<file path="src/rtl/spi_aes_slave.sv">
// spi_aes_slave: SPI slave (CPOL=0, CPHA=0) front-end of the AES core. It receives a
// {mode, block, key} write frame, launches the core, and returns the 128-bit result
// during a later read frame. The SPI pins are oversampled in the clk domain.
// Ports: clk, rst (async, active low); sclk, cs_n, mosi, miso (SPI link);
// core_sel_encrypt, core_data, core_key, core_start, core_done, core_result (AES core);
// busy, result_valid, frame_err (status).
module spi_aes_slave #(
  parameter int Nk = 8,
  localparam int FRAME_BITS = 8 + 128 + Nk * 32
) (
  input  logic              clk,
  input  logic              rst,
  input  logic              sclk,
  input  logic              cs_n,
  input  logic              mosi,
  output logic              miso,
  output logic              core_sel_encrypt,
  output logic [127:0]      core_data,
  output logic [Nk*32-1:0]  core_key,
  output logic              core_start,
  input  logic              core_done,
  input  logic [127:0]      core_result,
  output logic              busy,
  output logic              result_valid,
  output logic              frame_err
);
  // The shift register holds only data+key. Mode bits 7:1 drop off the top, and
  // mode bit 0 is taken from the widened next value on the final shift.
  localparam int SR_BITS = FRAME_BITS - 8;
  localparam logic [8:0] LAST_BIT = 9'(FRAME_BITS - 1);
  localparam logic [8:0] TX_BITS = 9'd128;
  typedef enum logic [2:0] {IDLE, RX, BUSY, READY, TX} state_t;
  state_t state, state_next;
  logic [1:0] sclk_sync, cs_sync, mosi_sync;
  logic sclk_d, cs_d;
  logic sclk_rise, sclk_fall, cs_fall, cs_rise;
  logic rx_shift, rx_last, tx_shift;
  logic [8:0] cnt;
  logic [SR_BITS-1:0] sr;
  logic [SR_BITS:0] frame_next;
  logic [127:0] res, tx_sh;
  always_comb begin
    sclk_rise = sclk_sync[1] & ~sclk_d;
    sclk_fall = ~sclk_sync[1] & sclk_d;
    cs_fall = ~cs_sync[1] & cs_d;
    cs_rise = cs_sync[1] & ~cs_d;
    frame_next = {sr, mosi_sync[1]};
    rx_shift = state == RX && sclk_rise && !cs_sync[1];
    rx_last = rx_shift && cnt == LAST_BIT;
    tx_shift = state == TX && sclk_fall && !cs_sync[1] && cnt != TX_BITS;
  end
  always_ff @(posedge clk or negedge rst)
    if (!rst) state <= IDLE;
    else state <= state_next;
  always_comb begin
    state_next = state;
    case (state)
      IDLE:    state_next = cs_fall ? RX : IDLE;
      RX:      state_next = rx_last ? BUSY : cs_rise ? IDLE : RX;
      BUSY:    state_next = core_done ? READY : BUSY;
      READY:   state_next = cs_fall ? TX : READY;
      TX:      state_next = !cs_rise ? TX : cnt == TX_BITS ? IDLE : READY;
      default: state_next = IDLE;
    endcase
  end
  always_comb begin
    busy = state == BUSY;
    result_valid = state == READY || state == TX;
    miso = state == TX && tx_sh[127];
  end
  // cs_n synchronisers reset to the idle (high) level so release never looks like a select.
  always_ff @(posedge clk or negedge rst) begin
    if (!rst) begin
      sclk_sync <= '0;
      cs_sync <= 2'b11;
      mosi_sync <= '0;
      sclk_d <= 1'b0;
      cs_d <= 1'b1;
      cnt <= '0;
      sr <= '0;
      res <= '0;
      tx_sh <= '0;
      core_start <= 1'b0;
      frame_err <= 1'b0;
      core_sel_encrypt <= 1'b0;
      core_data <= '0;
      core_key <= '0;
    end else begin
      sclk_sync <= {sclk_sync[0], sclk};
      cs_sync <= {cs_sync[0], cs_n};
      mosi_sync <= {mosi_sync[0], mosi};
      sclk_d <= sclk_sync[1];
      cs_d <= cs_sync[1];
      core_start <= rx_last;
      frame_err <= state == RX && cs_rise && !rx_last;
      if (state == IDLE && cs_fall) begin
        cnt <= '0;
        sr <= '0;
      end
      if (rx_shift) begin
        sr <= frame_next[SR_BITS-1:0];
        cnt <= cnt + 9'd1;
      end
      if (rx_last) begin
        core_sel_encrypt <= frame_next[SR_BITS];
        core_data <= frame_next[Nk*32 +: 128];
        core_key <= frame_next[Nk*32-1:0];
      end
      if (state == BUSY && core_done) res <= core_result;
      if (state == READY && cs_fall) begin
        tx_sh <= res;
        cnt <= '0;
      end
      if (tx_shift) begin
        tx_sh <= {tx_sh[126:0], 1'b0};
        cnt <= cnt + 9'd1;
      end
    end
  end
endmodule

</file>
<file path="config.mk">
export PLATFORM = sky130hd
export DESIGN_NAME = spi_aes_slave
export DESIGN_NICKNAME = d
export VERILOG_FILES = /design/src/rtl/spi_aes_slave.sv
export SDC_FILE = /design/constraint.sdc
export NUM_CORES = 2
export LEC_CHECK = 0
export CORE_MARGIN = 5
export CORE_UTILIZATION = 54
export CTS_CLUSTER_DIAMETER = 50
export CTS_CLUSTER_SIZE = 30
export DETAILED_ROUTE_END_ITERATION = 10
export MAX_ROUTING_LAYER = met4
export PLACE_DENSITY = 0.79
export SYNTH_ARGS = -nofsm -noshare
export SYNTH_HDL_FRONTEND = slang
export SYNTH_SLANG_ARGS = --single-unit
</file>
<file path="constraint.sdc">
create_clock -name clk -period 5.25 [get_ports clk]
set_input_delay 1.575 -clock clk [delete_from_list [all_inputs] [get_ports clk]]
set_output_delay 1.575 -clock clk [all_outputs]
set_load 0.02 [all_outputs]
</file>
* After elaboration in Yosys (flattened, before gate mapping)
Index checks and enable logic that the tools add are counted.
** Operators by class
- Add/subtract/negate cells :: 1
- Mux-type cells :: 16
- Bitwise operators :: 8
- Equal/unequal tests :: 7
- Reduce and logical (&&, ||, !) cells :: 19
** Operators by type and width (number)
- $mux 384 :: 2
- $mux 128 :: 2
- $mux 9 :: 4
- $pmux 3 s5 :: 1
- $logic_and 1x1->1 :: 12
- $add 9x1->9 const B :: 1
- $eq 9x8->1 const B :: 1
- $eq 9x9->1 const B :: 1
- $ne 9x8->1 const B :: 1
- $eq 3x2->1 const B :: 2
- $mux 3 :: 2
- $and 1x1->1 :: 4
- $mux 2 :: 2
- $not 1->1 :: 4
- $reduce_bool 2->1 :: 2
- $reduce_bool 4->1 :: 1
- $eq 3x1->1 const B :: 1
- $eq 3x3->1 const B :: 1
- $logic_not 3->1 :: 1
- $mux 1 :: 3
- $logic_not 1->1 :: 2
- $logic_or 1x1->1 :: 1
** Storage, ports and cells
- Output and inout port bits :: 390
- Word-level logic and storage cells :: 66
- Input port bits :: 134
- Flip-flop bits (word level) :: 1047

* Longest topological paths before layout
- Depth in word-level cells :: 7
- Mapped depth :: 10
- Mapped depth without buffers :: 7

* Worst setup path before layout
Ideal clock, no wire load.
- Path type :: reg-to-output
- From :: register state[2]
- To :: output port busy
- Path buffers :: 0
- Data required time :: 3.675 ns
- Arrival time :: 1.037 ns
- Cell stages (with the launch flop) :: 2
- Slack :: 2.638 ns
- Cell sequence :: dfrtp_1 > nor3b_1
** Between the ends
- Word-level cells in the longest chain between the ends :: 1
** Ends and longest elaborated chain
- from (decl) :: line 33 : state_t state, state_next;
- from (signal assigned) :: line 54 : else state <= state_next;
- $eq 3x2->1 :: line 67 : busy = state == BUSY;
- to (decl) :: line 23 : output logic busy,
Every way passes these cells.

* Worst setup path in the final report
- From :: register state[2]
- To :: output port result_valid
** Between the ends
- Word-level cells in the longest chain between the ends :: 2
- Elaborated cells between the ends (all ways) :: 3
- Those cells by class :: eq/ne (2); reduce/logical (1)
** Ends and longest elaborated chain
- $eq 3x2->1 or $eq 3x3->1 (tied branches) :: line 68 : result_valid = state == READY || state == TX;
- $logic_or 1x1->1 * :: line 68
- to (decl) :: line 24 : output logic result_valid,
Mark *: on every way between the ends. The rest lies on a longest branch, timed or not.

==> results.rst <==
.. list-table::
   :header-rows: 1

   * - Metric
     - Value
   * - Clock-pin transition on the worst setup and hold timing paths
     - 0.07 ns
   * - Number of vias after detailed routing
     - 27100
   * - Cells traversed along the worst timing path
     - or3b_4, nand2_1, clkdlybuf4s50_1
   * - Global router's overall resource usage
     - 0.251
   * - CTS sink count
     - ~1000
   * - Highest ir drop seen on vdd
     - about 0.38 mV
   * - Count of buffers inserted at the top-level ports
     - 523
   * - Wire length after detailed routing
     - about 96 mm
   * - Part of the power in registers
     - 0.506
   * - Maximum fanout along the worst path
     - 8
   * - Leakage power of the design
     - 24.7 nW
   * - Final hold violation count
     - 0
   * - Width of the die
     - roughly 280 um
   * - Wire length of the first global-routing pass
     - between 150 and 200 mm
   * - Iteration-0 DRC count of the detailed router
     - roughly 2400
   * - Final Instance Area
     - between 40000 and 50000 um^2
   * - Area after detailed placement
     - 45200 um^2
   * - Switching Share
     - 0.241
   * - Count of antenna-violating nets left after detailed routing
     - 0
   * - Leading cell type by number of instances after synthesis
     - nand2_1
   * - Max-slew headroom
     - 0.338
   * - Kind of path behind the tightest hold check
     - flop to flop
   * - Type of destination of the critical path
     - output port
   * - Int Power
     - 0.0122 W
   * - Total Neg Setup Slack
     - 0 ns
   * - Number of antenna violations at the first check in global routing
     - 2
   * - Core region area
     - 72700 um^2
   * - Distinct cell type count of the synthesized netlist
     - 41
   * - Height of the die
     - 280 um
   * - Fraction of registers with async set/reset
     - 1.00
   * - Worst slack after detailed placement
     - 1.69 ns
   * - Starting density of the core
     - 0.542
   * - Top cells by instance count after synthesis
     - 1415 x nand2_1, 1044 x dfrtp_1, 384 x a22o_1
   * - Total Nets Final
     - roughly 4000
   * - Number of synthesized register bits
     - approximately 1000
   * - Max clock buf depth
     - 3
   * - Overall power after layout
     - approximately 0.016 W
   * - Slew of the pin with the lowest slew margin
     - just under 1 ns
   * - Net switching component of the power
     - 0.00385 W
   * - Synth warnings
     - 0
   * - HPWL reported at the end of detailed placement
     - 59.4 mm
   * - Minimum hold slack
     - 0.347 ns
   * - Minimum period implied by the final worst setup slack
     - between 3 and 4 ns
   * - Boundary Pins
     - 524
   * - Avg WL per Cell
     - 19.8 um
   * - RSZ-0062 raised after global routing
     - no
   * - Root buffer selected by CTS
     - clkbuf_16
   * - Post-Synthesis Cells
     - 3401
   * - Synthesis-to-finish area growth
     - 23.5%
   * - Number of buffers inserted for hold repair after clock tree synthesis
     - 0
   * - Critical path's slowest cell
     - clkdlybuf4s50_1
   * - Pre-Repair DR Iteration Count
     - 5
   * - Share of Yosys cell area claimed by the top area cell type
     - 0.663
   * - Worst path setup slack after routing
     - approximately 1.4 ns
   * - Predominant post-synthesis flop cell
     - dfrtp_1
   * - Global route overflow
     - 0
   * - Post-route clock skew
     - 0.0383 ns
   * - Sequential element share of the synthesized area
     - 0.665
   * - Pwr/cell area
     - 329 nW/um^2
   * - Source-to-sink clock delay at the later pin of the worst-skew pair
     - 0.67 ns
   * - Number of gates resized after cts
     - 0
   * - Logic gate share of total power
     - 0.030
   * - Data arrival time of the worst path
     - 2.31 ns
   * - Result of the run
     - finished clean
   * - Required time worst endpoint
     - 3.68 ns
   * - Max-cap violation count
     - 0
   * - Number of design rule violations left after detail routing
     - 0
   * - Peak per-stage delay on the critical path
     - 0.65 ns
   * - Inserted Clock Buffers
     - 92
   * - Slew Viols, Final
     - 0
   * - Number of flops mapped to enable cells by yosys
     - 0
   * - Synth Area per Inst
     - 11.6 um^2
   * - Startpoint types
     - flop
   * - Start-to-end type of the worst setup path
     - flop to output port
   * - Post-Syn Nets
     - 3537
   * - Placer's final routability congestion estimate
     - roughly 0.86
   * - Synth Cell Area
     - just under 40000 um^2
   * - Post-CTS Setup Bufs
     - 0
   * - Layout cell share with drive strength beyond 1
     - 0.112
   * - TritonCTS clock tree
     - yes
   * - Largest area contributor in the synthesized netlist
     - dfrtp_1
   * - Part of the power in the clock network
     - 0.464
   * - H-tree lvl count
     - 3
   * - Via/cell ratio
     - 5.57
   * - Area of the die
     - 78500 um^2
   * - Largest net degree at the start of global routing
     - 207
   * - Number of cell rows
     - 99
   * - Top cells by area in the synthesized netlist
     - dfrtp_1 66%, nand2_1 13%, a22o_1 8.5%, mux2_2 3.7%, a22oi_2 2.9%
   * - Crit share post-route
     - 0.739
   * - Number of setup violations in the final report
     - 0
   * - Via count of the first global-routing pass
     - 27800
   * - Fmax achieved
     - about 0.26 GHz
[placed cells by master (no fill, tap or decap), types with 4 or more instances in the layout]
cell / instances
inv_1: 4
clkbuf_8: 4
clkbuf_16: 94
inv_8: 12
and3_1: 5
clkinv_8: 14
inv_12: 8
a22oi_2: 90
nor2_1: 7
clkbuf_1: 5
buf_4: 17
dfrtp_1: 1044
clkinvlp_4: 6
inv_6: 15
nand2b_1: 4
a22o_1: 384
o21bai_1: 4
a31oi_1: 5
nand2_1: 1415
a21oi_1: 9
clkdlybuf4s50_1: 522
mux2_2: 128
bufinv_16: 7
a22oi_1: 37
buf_12: 21
[per-layer routing]
layer,vias to the layer above,wire [um],track usage
li1,12300,-,-
met1,13900,40700,0.343
met5,-,0,-
met4,0,3850,0.0910
met3,191,6870,0.0617
met2,810,45000,0.373
[final timing paths]
check / startpoint / end / slack, ns / cells after the start
max: state[2]$_DFF_PN0_ / result_valid / 1.37 / 3
max in group asynchronous: rst / core_key[200]$_DFFE_PN0P_ / 3.00 / 2
min reg2reg: mosi_sync[0]$_DFF_PN0_ / mosi_sync[1]$_DFF_PN0_ / 0.35 / 0
max reg2reg: cnt[0]$_DFFE_PN0P_ / core_key[159]$_DFFE_PN0P_ / 2.22 / 7
min: mosi_sync[0]$_DFF_PN0_ / mosi_sync[1]$_DFF_PN0_ / 0.35 / 0
min in group asynchronous: rst / tx_sh[52]$_DFFE_PN0P_ / 1.00 / 1
[stage by stage]
step                       util  instances
after global routing      0.669       4869
after floorplan               -       3401
final                     0.669       4869
after detailed placement  0.622       4693
after CTS                 0.669       4867
after global placement    0.622       4693
[sequential cells by signal, summed over array words and instances, names as in the netlist, 2 cells and up]
register / cells
res: 128
tx_sh: 128
sr: 384
cnt: 9
cs_sync: 2
mosi_sync: 2
core_key: 256
core_data: 128
sclk_sync: 2
state: 3
[power groups by stage]
stage / clock, W / combinational, W / sequential, W
2_1_floorplan: 0 / 0.000165 / 0.00825
3_3_place_gp: 0 / 0.000496 / 0.00825
3_5_place_dp: 0 / 0.000496 / 0.00826
4_1_cts: 0.00756 / 0.000500 / 0.00810
5_1_grt: 0.00790 / 0.000547 / 0.00810
6_report: 0.00743 / 0.000487 / 0.00810
[logic make-up (layout without fill, tap and decap cells)]
group                    Yosys count  count (layout)  share of synthesized area
adder cells (fa/ha/maj)            2               2                   0.000635
XOR/XNOR                           2               2                   0.000445
buffers and inverters            233             740                     0.0312
other                              0               2                          0
AO/OA/AOI/OAI                    536             536                      0.125
AND/OR/NAND/NOR                 1452            1452                      0.141
flip-flops                      1047            1047                      0.665
multiplexers                     129             129                     0.0368
[worst max-delay path, delay by kind of cell (launching register included)]
kind,cells,cell delay [ns]
AND/OR/NAND/NOR,2,0.51
flip-flops,1,0.51
buffers and inverters,1,0.65
[layout make-up]
cell class,instances,area (um^2)
clock inverter,71,1000
sequential,1047,26200
tap,959,1200
multi-input combinational,2121,12000
clock buffer,103,2430
inverter,5,26.3
antenna,2,5.00
fill,5174,24000
timing repair buffer,561,5790
Power figures use the tool's default switching activity.
